[config.mk]
export PLATFORM = sky130hd
export DESIGN_NAME = simple_bus_master
export DESIGN_NICKNAME = d
export VERILOG_FILES = /design/src/rtl/simple_bus_pkg.sv /design/src/rtl/sb_timeout_ctr.sv /design/src/rtl/simple_bus_master.sv
export SDC_FILE = /design/constraint.sdc
export NUM_CORES = 1
export LEC_CHECK = 0
export BUFFER_PORTS_ARGS = -buffer_cell sky130_fd_sc_hd__buf_2
export CORE_MARGIN = 2
export CORE_UTILIZATION = 49
export DETAILED_ROUTE_END_ITERATION = 10
export PLACE_DENSITY = 0.75
export SYNTH_ARGS = -nofsm -noshare
export SYNTH_HDL_FRONTEND = slang
export SYNTH_SLANG_ARGS = --single-unit
[constraint.sdc]
create_clock -name clk -period 5.1 [get_ports clk]
set_input_delay 0.51 -clock clk [delete_from_list [all_inputs] [get_ports clk]]
set_output_delay 0.51 -clock clk [all_outputs]
set_load 0.005 [all_outputs]
[src/rtl/simple_bus_pkg.sv]
// Shared types and defaults for the simple bus master.
package simple_bus_pkg;

  localparam int ADDR_W_DEF  = 8;
  localparam int DATA_W_DEF  = 8;
  localparam int TIMEOUT_DEF = 16;

  // Bus mode encoding; 2'b10 and 2'b11 are reserved and never driven.
  typedef enum logic [1:0] {
    MODE_READ  = 2'b00,
    MODE_WRITE = 2'b01
  } bus_mode_e;

  // Master transfer state machine.
  typedef enum logic [2:0] {
    ST_IDLE  = 3'd0,
    ST_REQ   = 3'd1,
    ST_START = 3'd2,
    ST_WAIT  = 3'd3,
    ST_RESP  = 3'd4
  } bus_state_e;

endpackage

[src/rtl/sb_timeout_ctr.sv]
// Clearable, saturating cycle counter; done_o flags that TIMEOUT-1 has been reached.
module sb_timeout_ctr #(
  parameter int TIMEOUT = 16,
  localparam int CNT_W  = $clog2(TIMEOUT + 1)
) (
  input  logic clk,
  input  logic rst,
  input  logic clr_i,
  input  logic en_i,
  output logic done_o
);

  localparam logic [CNT_W-1:0] CNT_MAX  = CNT_W'(TIMEOUT);
  localparam logic [CNT_W-1:0] CNT_LAST = CNT_W'(TIMEOUT - 1);

  logic [CNT_W-1:0] cnt_q;

  // Count enabled cycles, stop at CNT_MAX instead of wrapping; clear has priority.
  always_ff @(posedge clk or posedge rst) begin
    if (rst) begin
      cnt_q <= '0;
    end else if (clr_i) begin
      cnt_q <= '0;
    end else if (en_i && (cnt_q != CNT_MAX)) begin
      cnt_q <= cnt_q + 1'b1;
    end
  end

  assign done_o = (cnt_q >= CNT_LAST);

endmodule

[src/rtl/simple_bus_master.sv]
// Single-transfer bus master: takes a user command, arbitrates for the bus,
// issues one read or write with a start pulse, and returns a response.
// data_out/data_oe/data_in are resolved onto the shared data line by the
// enclosing level, matching the master side of the simple_bus interface.
module simple_bus_master
  import simple_bus_pkg::*;
#(
  parameter int ADDR_W  = ADDR_W_DEF,
  parameter int DATA_W  = DATA_W_DEF,
  parameter int TIMEOUT = TIMEOUT_DEF
) (
  input  logic              clk,
  input  logic              rst,
  input  logic              cmd_valid,
  output logic              cmd_ready,
  input  logic              cmd_write,
  input  logic [ADDR_W-1:0] cmd_addr,
  input  logic [DATA_W-1:0] cmd_wdata,
  output logic              rsp_valid,
  input  logic              rsp_ready,
  output logic [DATA_W-1:0] rsp_rdata,
  output logic              rsp_err,
  output logic              req,
  input  logic              gnt,
  output logic [ADDR_W-1:0] addr,
  output logic [1:0]        mode,
  output logic              start,
  input  logic              rdy,
  output logic [DATA_W-1:0] data_out,
  output logic              data_oe,
  input  logic [DATA_W-1:0] data_in
);

  bus_state_e        state_q, state_d;
  logic              cmd_ready_q, cmd_ready_d;
  logic              req_q, req_d;
  logic              start_q, start_d;
  logic [ADDR_W-1:0] addr_q, addr_d;
  bus_mode_e         mode_q, mode_d;
  logic [DATA_W-1:0] data_out_q, data_out_d;
  logic              data_oe_q, data_oe_d;
  logic              rsp_valid_q, rsp_valid_d;
  logic [DATA_W-1:0] rsp_rdata_q, rsp_rdata_d;
  logic              rsp_err_q, rsp_err_d;
  logic              wr_q, wr_d;
  logic [ADDR_W-1:0] caddr_q, caddr_d;
  logic [DATA_W-1:0] wdata_q, wdata_d;
  logic              ctr_clr, ctr_en, ctr_done;

  sb_timeout_ctr #(
    .TIMEOUT(TIMEOUT)
  ) u_timeout (
    .clk   (clk),
    .rst   (rst),
    .clr_i (ctr_clr),
    .en_i  (ctr_en),
    .done_o(ctr_done)
  );

  // Next-state and next-output decode; gnt/rdy are looked at only in REQ/WAIT
  // and take priority over a timeout landing in the same cycle.
  always_comb begin
    state_d     = state_q;
    cmd_ready_d = cmd_ready_q;
    req_d       = req_q;
    start_d     = start_q;
    addr_d      = addr_q;
    mode_d      = mode_q;
    data_out_d  = data_out_q;
    data_oe_d   = data_oe_q;
    rsp_valid_d = rsp_valid_q;
    rsp_rdata_d = rsp_rdata_q;
    rsp_err_d   = rsp_err_q;
    wr_d        = wr_q;
    caddr_d     = caddr_q;
    wdata_d     = wdata_q;
    ctr_clr     = 1'b0;
    ctr_en      = 1'b0;
    case (state_q)
      ST_IDLE: begin
        if (cmd_valid && cmd_ready_q) begin
          wr_d        = cmd_write;
          caddr_d     = cmd_addr;
          wdata_d     = cmd_wdata;
          req_d       = 1'b1;
          cmd_ready_d = 1'b0;
          ctr_clr     = 1'b1;
          state_d     = ST_REQ;
        end
      end
      ST_REQ: begin
        ctr_en = 1'b1;
        if (gnt) begin
          start_d = 1'b1;
          addr_d  = caddr_q;
          mode_d  = wr_q ? MODE_WRITE : MODE_READ;
          if (wr_q) begin
            data_out_d = wdata_q;
            data_oe_d  = 1'b1;
          end
          state_d = ST_START;
        end else if (ctr_done) begin
          req_d       = 1'b0;
          rsp_valid_d = 1'b1;
          rsp_err_d   = 1'b1;
          rsp_rdata_d = '0;
          state_d     = ST_RESP;
        end
      end
      ST_START: begin
        start_d = 1'b0;
        ctr_clr = 1'b1;
        state_d = ST_WAIT;
      end
      ST_WAIT: begin
        ctr_en = 1'b1;
        if (rdy || ctr_done) begin
          req_d       = 1'b0;
          data_oe_d   = 1'b0;
          rsp_valid_d = 1'b1;
          rsp_err_d   = !rdy;
          rsp_rdata_d = (rdy && !wr_q) ? data_in : '0;
          state_d     = ST_RESP;
        end
      end
      ST_RESP: begin
        if (rsp_ready) begin
          rsp_valid_d = 1'b0;
          rsp_err_d   = 1'b0;
          cmd_ready_d = 1'b1;
          state_d     = ST_IDLE;
        end
      end
      default: begin
        state_d = ST_IDLE;
      end
    endcase
  end

  // State and registered outputs; reset abandons any transfer and frees the bus.
  always_ff @(posedge clk or posedge rst) begin
    if (rst) begin
      state_q     <= ST_IDLE;
      cmd_ready_q <= 1'b1;
      req_q       <= 1'b0;
      start_q     <= 1'b0;
      addr_q      <= '0;
      mode_q      <= MODE_READ;
      data_out_q  <= '0;
      data_oe_q   <= 1'b0;
      rsp_valid_q <= 1'b0;
      rsp_rdata_q <= '0;
      rsp_err_q   <= 1'b0;
      wr_q        <= 1'b0;
      caddr_q     <= '0;
      wdata_q     <= '0;
    end else begin
      state_q     <= state_d;
      cmd_ready_q <= cmd_ready_d;
      req_q       <= req_d;
      start_q     <= start_d;
      addr_q      <= addr_d;
      mode_q      <= mode_d;
      data_out_q  <= data_out_d;
      data_oe_q   <= data_oe_d;
      rsp_valid_q <= rsp_valid_d;
      rsp_rdata_q <= rsp_rdata_d;
      rsp_err_q   <= rsp_err_d;
      wr_q        <= wr_d;
      caddr_q     <= caddr_d;
      wdata_q     <= wdata_d;
    end
  end

  // cmd_ready is masked while reset is held so no command is taken during reset.
  assign cmd_ready = cmd_ready_q & ~rst;
  assign req       = req_q;
  assign start     = start_q;
  assign addr      = addr_q;
  assign mode      = mode_q;
  assign data_out  = data_out_q;
  assign data_oe   = data_oe_q;
  assign rsp_valid = rsp_valid_q;
  assign rsp_rdata = rsp_rdata_q;
  assign rsp_err   = rsp_err_q;

endmodule
==> flow_summary_export.csv, run 1 <==
group,metric,value,unit
routing,wirelength,4620,um
pwr,p_per_area,538,mW/mm^2
logic_synthesis,synth_warnings,0,
global_route,antenna_found_initial,0,
cts,post_cts_buffers,0,
logic_synthesis,synth.area.top_cells,"dfrtp_1, mux2_2, mux2_4, a22o_1, a21oi_1",
logic_synthesis,synth_nets,206,
placed_design,io_buffers,61,
sta,setup_violations,0,
routing,drt_iter0_markers,71,
routing,drcViolationCount,0,
flow_run,max-cap-violations,0,
final_layout,seqCellArea,0.00140,mm^2
final_layout,num_antenna_cells,0,
floorplan,core,0.00469,mm^2
logic_synthesis,synth_edf_count,0,
floorplan,start_util,50.7,%
pwr,vdd_drop_max,0.253,mV
final_layout,final_design_area_no_fill,0.00281,mm^2
setup_path,cp-start-kind,"flip-flop",
global_route,use_met1,23.6,%
placed_design,dp.cells,283,
routing,num_vias,1603,
placed_design,pre_cts_slack,3.08,ns
routing,wl_per_cell,15.9,um
placed_design,hpwl,3200,um
sta,maxSlewViolCount,0,
logic_synthesis,postSynthCellCount,172,
cts,htreeDepth,2,
global_route,grt_pass1_wl,7250,um
floorplan,io_pins,63,
final_layout,multi_input_area,898,um^2
routing,vias_per_cell,5.51,
cts,cts_root_buffer,"clkbuf_8",
logic_synthesis,synth-main-ff-cell,"dfrtp_1",
logic_synthesis,yosys.area.top_type_share,57.9,%
worst_hold_path,min_path_type,"in -> async",
global_route,grt_use_met3,4.66,%
cts,clock_path_buffers,2,
status,status,"completed",
routing,first_pass_iters,4,
logic_synthesis,synthesis.area,0.00238,mm^2
setup_path,worst_setup_path_end_kind,"flip-flop",
placed_design,place_congestion,0.790,
cts,clock_latency,0.30,ns
logic_synthesis,synth_top_area_cell,"dfrtp_1",
sta,max_freq,0.496,GHz
cts,postCtsHoldBufs,0,
global_route,grtUsageTotal,17.9,%
sta,fin_crit_sh,39.6,%
global_route,grt_busiest_layer,"met2",
logic_synthesis,yosys.cell_types.count,42,
cts,cts.reportedPaths.clkPinSlew,0.09,ns
final_layout,final_nets,270,
sta,rsz0062_at_grt,"false",
logic_synthesis,synth-async-reset-ratio,100,%
final_layout,final_cells,291,
sta,fin_crit,2.02,ns
cts,cts_tree,"built",
routing,ant_nets,0,
global_route,grt_pass1_vias,1516,
setup_path,criticalPathCategory,"reg -> reg",
cts,cts_buffers,5,
sta,hold_viol_final,0,
global_route,overflow,0,
final_layout,final_cell_mix,"buf_2, dfrtp_1, mux2_2",
setup_path,rr_worst_depth,7,
cts,post_cts_resized,0,
final_layout,mostFrequentLayoutCell,"buf_2",
global_route,use_met2,28.6,%
floorplan,die_w,73.7,um
cts,clock_sink_count,56,
sta,relSlewSlack,55.3,%
setup_path,worstPathArrival,2.26,ns
floorplan,die_height,73.7,um
global_route,grt_start_max_net_pins,57,
floorplan,die-area,0.00543,mm^2
final_layout,fillers,379,
placed_design,placed_area,0.00272,mm^2
sta,fin_worst_skew,0.00458,ns
final_layout,area_growth,18.3,%
setup_path,crit_required,5.34,ns
sta,tns,0,ns
pwr,p_leak,1.41,nW
final_layout,final_layout_size_suffix_gt1_share,46.8,%
sta,tightest_slew,0.670,ns
setup_path,worstPathMaxFanout,11,
logic_synthesis,synth_seq_cells,56,
sta,worst_slack,3.08,ns
logic_synthesis,synth.avg_cell_area,13.8,um^2
floorplan,rows,25,
logic_synthesis,seq_area_frac_synth,59.0,%
[registers in the layout, indices dropped and copies added, names as in the netlist]
name,count
start,1
addr,8
req,1
cmd_ready_q,1
wr_q,1
state_q,3
wdata_q,8
rsp_rdata,8
u_timeout.cnt_q,5
mode,1
caddr_q,8
data_oe,1
data_out,8
rsp_valid,1
rsp_err,1
[cell families (layout without fill, tap and decap cells)]
| group | after synthesis | count (layout) | synth area share, % |
|---|---|---|---|
| flip-flops | 56 | 56 | 59.0 |
| AO/OA/AOI/OAI | 34 | 34 | 9.58 |
| multiplexers | 34 | 34 | 17.5 |
| AND/OR/NAND/NOR | 31 | 31 | 9.00 |
| buffers and inverters | 13 | 78 | 3.21 |
| adder cells (fa/ha/maj) | 3 | 3 | 1.58 |
| other | 1 | 1 | 0.158 |
[cells in the mapped netlist (all sizes together) (2+ instances only)]
library cell and instances:
dfrtp 55, mux2 33, a21oi 9, a22o 8, buf 7, nand2 7, o21ai 7, inv 6
nand3 4, a31oi 3, ha 3, or3 3, nand2b 2, nor2 2, nor3 2
[path summary, 6_finish.rpt]
kind	endpoint	start	slack (ns)
setup / recovery	rsp_rdata[3]$_DFFE_PP0P_	u_timeout.cnt_q[0]$_DFFE_PP0P_	3.08
hold / removal	rsp_valid$_DFFE_PP0P_	rst	0.39
setup reg to reg	rsp_rdata[3]$_DFFE_PP0P_	u_timeout.cnt_q[0]$_DFFE_PP0P_	3.08
hold reg to reg	rsp_rdata[4]$_DFFE_PP0P_	rsp_rdata[4]$_DFFE_PP0P_	0.50
max in group asynchronous	data_out[7]$_DFFE_PP0P_	rst	4.27
min in group clk	state_q[2]$_DFFE_PP0P_	rsp_ready	0.39
[worst max-delay path, stage by stage (launching register included)]
cell and delay (ns):
dfrtp_1 0.43, ha_1 0.22, and3_1 0.18, ha_1 0.16, or2_2 0.32, o311ai_1 0.28
buf_4 0.22, a22o_1 0.15
[area by class of cell]
type	count	share of cell area [%]
Multi-Input combinational cell	103	31.9
Inverter	6	0.801
Clock buffer	7	3.07
Clock inverter	1	0.267
Sequential cell	56	49.9
Tap cell	54	2.40
Timing Repair Buffer	64	11.7
[through the flow]
stage | utilization [%] | power [mW] | hold WS (ns)
after CTS | 59.9 | 1.53 | 0.387
after detailed placement | 57.9 | 1.28 | 0.482
final | 59.9 | 1.51 | 0.389
after floorplan | - | 1.08 | 0.468
after global routing | 59.9 | 1.62 | 0.394
after global placement | 57.9 | 1.25 | 0.473
[routing by layer]
layer	share of wire (%)	wire, um
met4	1.5	68
met2	47	2180
met3	5.9	274
met5	0	0
met1	45	2100
[power by group]
part,internal [mW],switching (mW)
clock,0.111,0.136
combinational,0.286,0.206
sequential,0.637,0.138
(Power assumes the default switching activity.)
==> run 2: changes to the inputs <==
--- a/config.mk
+++ b/config.mk
@@ -7,7 +7,7 @@
 export LEC_CHECK = 0
 export BUFFER_PORTS_ARGS = -buffer_cell sky130_fd_sc_hd__buf_2
 export CORE_MARGIN = 2
-export CORE_UTILIZATION = 49
+export CORE_UTILIZATION = 47
 export DETAILED_ROUTE_END_ITERATION = 10
 export PLACE_DENSITY = 0.75
 export SYNTH_ARGS = -nofsm -noshare
==> constraint.sdc (replaced) <==
create_clock -name clk -period 1.7 [get_ports clk]
set_input_delay 0.17 -clock clk [delete_from_list [all_inputs] [get_ports clk]]
set_output_delay 0.17 -clock clk [all_outputs]
set_load 0.005 [all_outputs]
==> run 2 against run 1 <==
Against the previous run:
- the run now ends with negative setup slack left
- utilization grew 2.6 points
- clock-buffer cell count down 2
- wire length is 1.1% lower
- worst hold slack got worse by 0.32 ns
==> flow_summary_export.csv, run 2 (synthesized netlist as in run 1, its figures left out) <==
group,metric,value,unit
status,status,"finished, violations left",
status,violations,"negative setup slack",
routing,first_pass_iters,4,
flow_run,max-cap-violations,0,
sta,rsz0062_at_grt,"true",
global_route,overflow,0,
pwr,vdd_drop_max,0.887,mV
routing,drcViolationCount,0,
routing,drt_iter0_markers,109,
setup_path,slowest_stage,"dfrtp_1",
cts,clock_sink_count,56,
pwr,p_int,3.19,mW
global_route,use_met2,26.9,%
final_layout,post-route-util,62.5,%
global_route,grt_pass1_wl,7530,um
routing,num_vias,1645,
global_route,antenna_found_initial,0,
final_layout,area_growth,25.9,%
cts,cts_buffers,5,
setup_path,worstPathMaxFanout,10,
placed_design,hpwl,3220,um
setup_path,slowest_delay,0.40,ns
global_route,grtUsageTotal,17.9,%
cts,htreeDepth,2,
setup_path,worst_setup_path_end_kind,"flip-flop",
global_route,grt_start_max_net_pins,57,
pwr,seqPwrFrac,49.0,%
cts,clock_latency,0.31,ns
floorplan,die_height,75.1,um
final_layout,num_antenna_cells,0,
global_route,grt_busiest_layer,"met2",
global_route,use_met1,25.0,%
placed_design,io_buffers,61,
pwr,power.total,4.68,mW
final_layout,final_layout_size_suffix_gt1_share,52.0,%
cts,clock_path_buffers,2,
setup_path,crit_required,1.94,ns
routing,ant_nets,0,
sta,worst_slack,-0.0651,ns
routing,wl_per_cell,14.5,um
floorplan,die_w,75.1,um
setup_path,crit_family,"simple AND/OR/NAND/NOR gates",
pwr,combPwrFrac,35.6,%
floorplan,rows,25,
global_route,grt_pass1_vias,1589,
sta,fin_crit_sh,104,%
sta,fin_crit,1.77,ns
setup_path,worstPathArrival,2.01,ns
placed_design,place_congestion,0.831,
sta,fin_worst_skew,0.00795,ns
floorplan,start_util,49.7,%
worst_hold_path,min_path_type,"in -> reg",
routing,vias_per_cell,5.22,
final_layout,final_cell_mix,"buf_2, dfrtp_1, mux2_2",
setup_path,path_cells,"ha_2 -> and3_4 -> ha_4 -> or2_4 -> o311ai_4 -> buf_6 -> a22o_1",
floorplan,core,0.00479,mm^2
floorplan,die-area,0.00564,mm^2
final_layout,fillers,403,
global_route,grt_use_met3,5.62,%
sta,maxSlewViolCount,0,
setup_path,cp-start-kind,"flip-flop",
final_layout,final_nets,281,
cts,cts.reportedPaths.clkPinSlew,0.10,ns
sta,hold_viol_final,0,
sta,setup_violations,12,
pwr,switchingPower,1.49,mW
routing,wirelength,4570,um
final_layout,mostFrequentLayoutCell,"buf_2",
cts,cts_root_buffer,"clkbuf_8",
cts,cts_tree,"built",
pwr,p_per_area,1560,mW/mm^2
pwr,power.clock.fraction,15.4,%
floorplan,io_pins,63,
final_layout,multi_input_area,952,um^2
final_layout,seqCellArea,0.00140,mm^2
setup_path,worst-path-buf-inv,1,
setup_path,criticalPathCategory,"reg -> reg",
sta,max_freq,0.567,GHz
pwr,p_leak,1.48,nW
pwr,switching_share,31.8,%
==> run 2: routing by layer <==
metal	up-vias	part of all wire, %
met5	-	0
met4	0	1.0
met3	4	6.1
met2	51	47
met1	814	46
li1	776	-
==> run 2: power by group through the flow <==
stage	Combinational, mW	Sequential [mW]	Clock [mW]
6_report	1.66	2.29	0.721
5_1_grt	1.87	2.37	0.795
4_1_cts	1.69	2.29	0.746
3_5_place_dp	1.67	2.31	0
3_3_place_gp	1.63	2.30	0
2_1_floorplan	1.01	2.26	0
==> run 2: through the flow <==
| stage | setup slack, ns | hold WS (ns) | instances | setup TNS, ns | area, um^2 |
|---|---|---|---|---|---|
| global route | -0.121 | 0.0621 | 315 | -1.19 | 2990 |
| finish | -0.0651 | 0.0717 | 315 | -0.518 | 2990 |
| CTS | -0.0719 | 0.0647 | 315 | -0.617 | 2980 |
| detailed placement | -0.0652 | 0.256 | 306 | -0.588 | 2880 |
| global placement | -0.00752 | 0.254 | 306 | -0.0518 | 2880 |
| floorplan | -0.00503 | 0.254 | 172 | -0.0101 | 2420 |
==> run 2: layout make-up <==
| type | count | area share, % |
|---|---|---|
| clock buffer | 5 | 2.30 |
| multi-input combinational | 103 | 31.8 |
| clock inverter | 3 | 0.711 |
| tap | 67 | 2.80 |
| inverter | 6 | 0.753 |
| sequential | 56 | 46.9 |
| timing repair buffer | 75 | 14.8 |
==> run 2: worst paths after layout <==
check | from | end | slack, ns | cells after the start
max | u_timeout.cnt_q[1]$_DFFE_PP0P_ | rsp_rdata[1]$_DFFE_PP0P_ | -0.07 | 7
min | rsp_ready | state_q[2]$_DFFE_PP0P_ | 0.07 | 2
max reg2reg | u_timeout.cnt_q[1]$_DFFE_PP0P_ | rsp_rdata[1]$_DFFE_PP0P_ | -0.07 | 7
min reg2reg | rsp_valid$_DFFE_PP0P_ | rsp_valid$_DFFE_PP0P_ | 0.49 | 2
max in group asynchronous | rst | cmd_ready_q$_DFFE_PP1P_ | 0.96 | 4
min in group asynchronous | rst | u_timeout.cnt_q[4]$_DFFE_PP0P_ | 0.47 | 4
==> run 2: timing repair <==
item                                    4_1_cts  5_1_grt
resized for setup                             1        3
setup buffers                                 0        0
endpoints found under the hold margin        55        0
pin swaps                                     0        1
endpoints found under the setup margin       12       17
hold buffers                                  1        0
==> run 3: changes to the inputs <==
--- a/config.mk
+++ b/config.mk
@@ -7,7 +7,7 @@
 export LEC_CHECK = 0
 export BUFFER_PORTS_ARGS = -buffer_cell sky130_fd_sc_hd__buf_2
 export CORE_MARGIN = 2
-export CORE_UTILIZATION = 47
+export CORE_UTILIZATION = 49
 export DETAILED_ROUTE_END_ITERATION = 10
 export PLACE_DENSITY = 0.75
 export SYNTH_ARGS = -nofsm -noshare
==> constraint.sdc (replaced) <==
create_clock -name clk -period 1.75 [get_ports clk]
set_input_delay 0.175 -clock clk [delete_from_list [all_inputs] [get_ports clk]]
set_output_delay 0.175 -clock clk [all_outputs]
set_load 0.005 [all_outputs]
==> run 3 against run 2 <==
Against the previous run:
- the run still ends with negative setup slack left
- combinational power is essentially flat
- flip-flop and latch count unchanged
- register-to-register slack better by 0.02 ns
- first-iteration DRC count is 0.92% lower
- non-clock buffer count up 6
- largest cell class unchanged
- highest routed layer unchanged
==> flow_summary_export.csv, run 3 (synthesized netlist as in run 1, its figures left out) <==
group,metric,value,unit
final_layout,final_layout_size_suffix_gt1_share,52.8,%
sta,maxSlewViolCount,0,
setup_path,worst_setup_path_end_kind,"flip-flop",
final_layout,final_design_area_no_fill,0.00300,mm^2
sta,fin_crit,1.79,ns
global_route,antenna_found_initial,0,
global_route,grt_start_max_net_pins,29,
sta,setup_violations,11,
cts,clock_sink_count,56,
cts,htreeDepth,2,
sta,max_freq,0.557,GHz
cts,clock_latency,0.31,ns
global_route,grt_pass1_wl,8030,um
setup_path,cp-start-kind,"flip-flop",
sta,rsz0062_at_grt,"true",
routing,num_vias,1682,
setup_path,criticalPathCategory,"reg -> reg",
placed_design,placed_area,0.00284,mm^2
setup_path,rr_endpoint,"rsp_rdata[5]$_DFFE_PP0P_",
setup_path,worst_r2r_startpoint,"u_timeout.cnt_q[1]$_DFFE_PP0P_",
cts,cts_tree,"built",
floorplan,die_height,73.7,um
placed_design,place_congestion,0.904,
sta,fin_crit_sh,103,%
final_layout,fillers,369,
worst_hold_path,min_path_type,"in -> reg",
floorplan,die-area,0.00543,mm^2
setup_path,worstPathArrival,2.05,ns
floorplan,start_util,50.7,%
routing,drt_iter0_markers,108,
routing,vias_per_cell,5.46,
setup_path,endpoint,"rsp_rdata[5]$_DFFE_PP0P_",
sta,worst_slack,-0.0449,ns
status,status,"finished, violations left",
sta,whs,0.0723,ns
routing,wirelength,4900,um
setup_path,crit_required,2.00,ns
routing,drcViolationCount,0,
final_layout,final_cell_mix,"buf_2, dfrtp_1, mux2_2",
global_route,grt_pass1_vias,1665,
cts,cts.reportedPaths.clkPinSlew,0.10,ns
floorplan,core,0.00469,mm^2
pwr,vdd_drop_max,0.833,mV
setup_path,critPathLaunch,"u_timeout.cnt_q[1]$_DFFE_PP0P_",
final_layout,num_antenna_cells,0,
global_route,grtUsageTotal,19.7,%
routing,wl_per_cell,15.9,um
placed_design,hpwl,3560,um
final_layout,final_nets,287,
setup_path,r2r_slack,-0.04,ns
pwr,p_per_area,1540,mW/mm^2
sta,relSlewSlack,61.8,%
sta,tns,-0.353,ns
routing,ant_nets,0,
sta,tightest_slew,0.573,ns
floorplan,die_w,73.7,um
status,violations,"negative setup slack",
final_layout,area_growth,26.3,%
placed_design,io_buffers,61,
global_route,overflow,0,
floorplan,rows,25,
cts,cts_buffers,5,
setup_path,worstPathMaxFanout,8,
cts,clock_path_buffers,2,
final_layout,mostFrequentLayoutCell,"buf_2",
floorplan,io_pins,63,
cts,cts_root_buffer,"clkbuf_8",
final_layout,post-route-util,64.0,%
setup_path,rr_worst_depth,7,
flow_run,max-cap-violations,0,
sta,hold_viol_final,0,
routing,first_pass_iters,4,
sta,fin_worst_skew,0.00465,ns
pwr,p_leak,1.51,nW
## run 3: cell count changes in the layout (fill, tap and decap cells not counted), sizes merged
cell      before  now
clkinvlp       1    0
clkbuf         5    6
buf           74   80
## run 3: report_power, final
part	leakage, nW	switching, mW	total [mW]	internal, mW
sequential	0.711	0.361	2.22	1.86
clock	0.0516	0.413	0.737	0.324
combinational	0.750	0.700	1.68	0.978
## run 3: how the worst min path moves through the flow
stage	end	depth (start not counted)	from
2_1_floorplan	state_q[2]$_DFFE_PP0P_	1	rsp_ready
3_3_place_gp	rsp_rdata[6]$_DFFE_PP0P_	2	rst
3_5_place_dp	rsp_rdata[6]$_DFFE_PP0P_	2	rst
4_1_cts	state_q[2]$_DFFE_PP0P_	2	rsp_ready
5_1_grt	state_q[2]$_DFFE_PP0P_	2	rsp_ready
6_report	state_q[2]$_DFFE_PP0P_	2	rsp_ready
## run 3: worst max-delay path, stage by stage (launching register included)
cell and delay, ns:
dfrtp_1 0.39, ha_2 0.19, and3_4 0.18, ha_4 0.15
or2_4 0.26, o311ai_4 0.26, buf_6 0.17, a22o_1 0.13
## run 3: layout make-up
| class | count | area [um^2] | area share (%) |
|---|---|---|---|
| Clock buffer | 6 | 82.6 | 2.75 |
| Clock inverter | 2 | 13.8 | 0.458 |
| Inverter | 6 | 22.5 | 0.750 |
| Multi-Input combinational cell | 103 | 952 | 31.7 |
| Sequential cell | 56 | 1400 | 46.7 |
| Tap cell | 54 | 67.6 | 2.25 |
| Timing Repair Buffer | 81 | 462 | 15.4 |
## run 3: metal layers
layer | track usage [%] | vias up | part of all wire (%) | wire length, um
met5 | 0 | - | 0 | 0
met4 | 7.88 | 0 | 1.3 | 63
met3 | 5.35 | 6 | 6.3 | 307
met2 | 30.2 | 55 | 47 | 2320
met1 | 26.7 | 831 | 45 | 2210
li1 | - | 790 | - | -
## run 3: stage by stage
step                      power, mW  setup slack, ns  std cells
after CTS                      4.67          -0.0425        307
after detailed placement       3.90          -0.0634        296
after global routing           4.96           -0.104        308
after global placement         3.83          -0.0157        296
final                          4.63          -0.0449        308
after floorplan                3.17           0.0160        172
## run 3: what timing repair did
action                     CTS  global route
setup buffers                2             1
hold buffers                 1             0
pin swaps                    4             4
resized for setup            5             1
hold endpoints to repair    25             0
setup endpoints to repair   11            15
cloned                       0             0
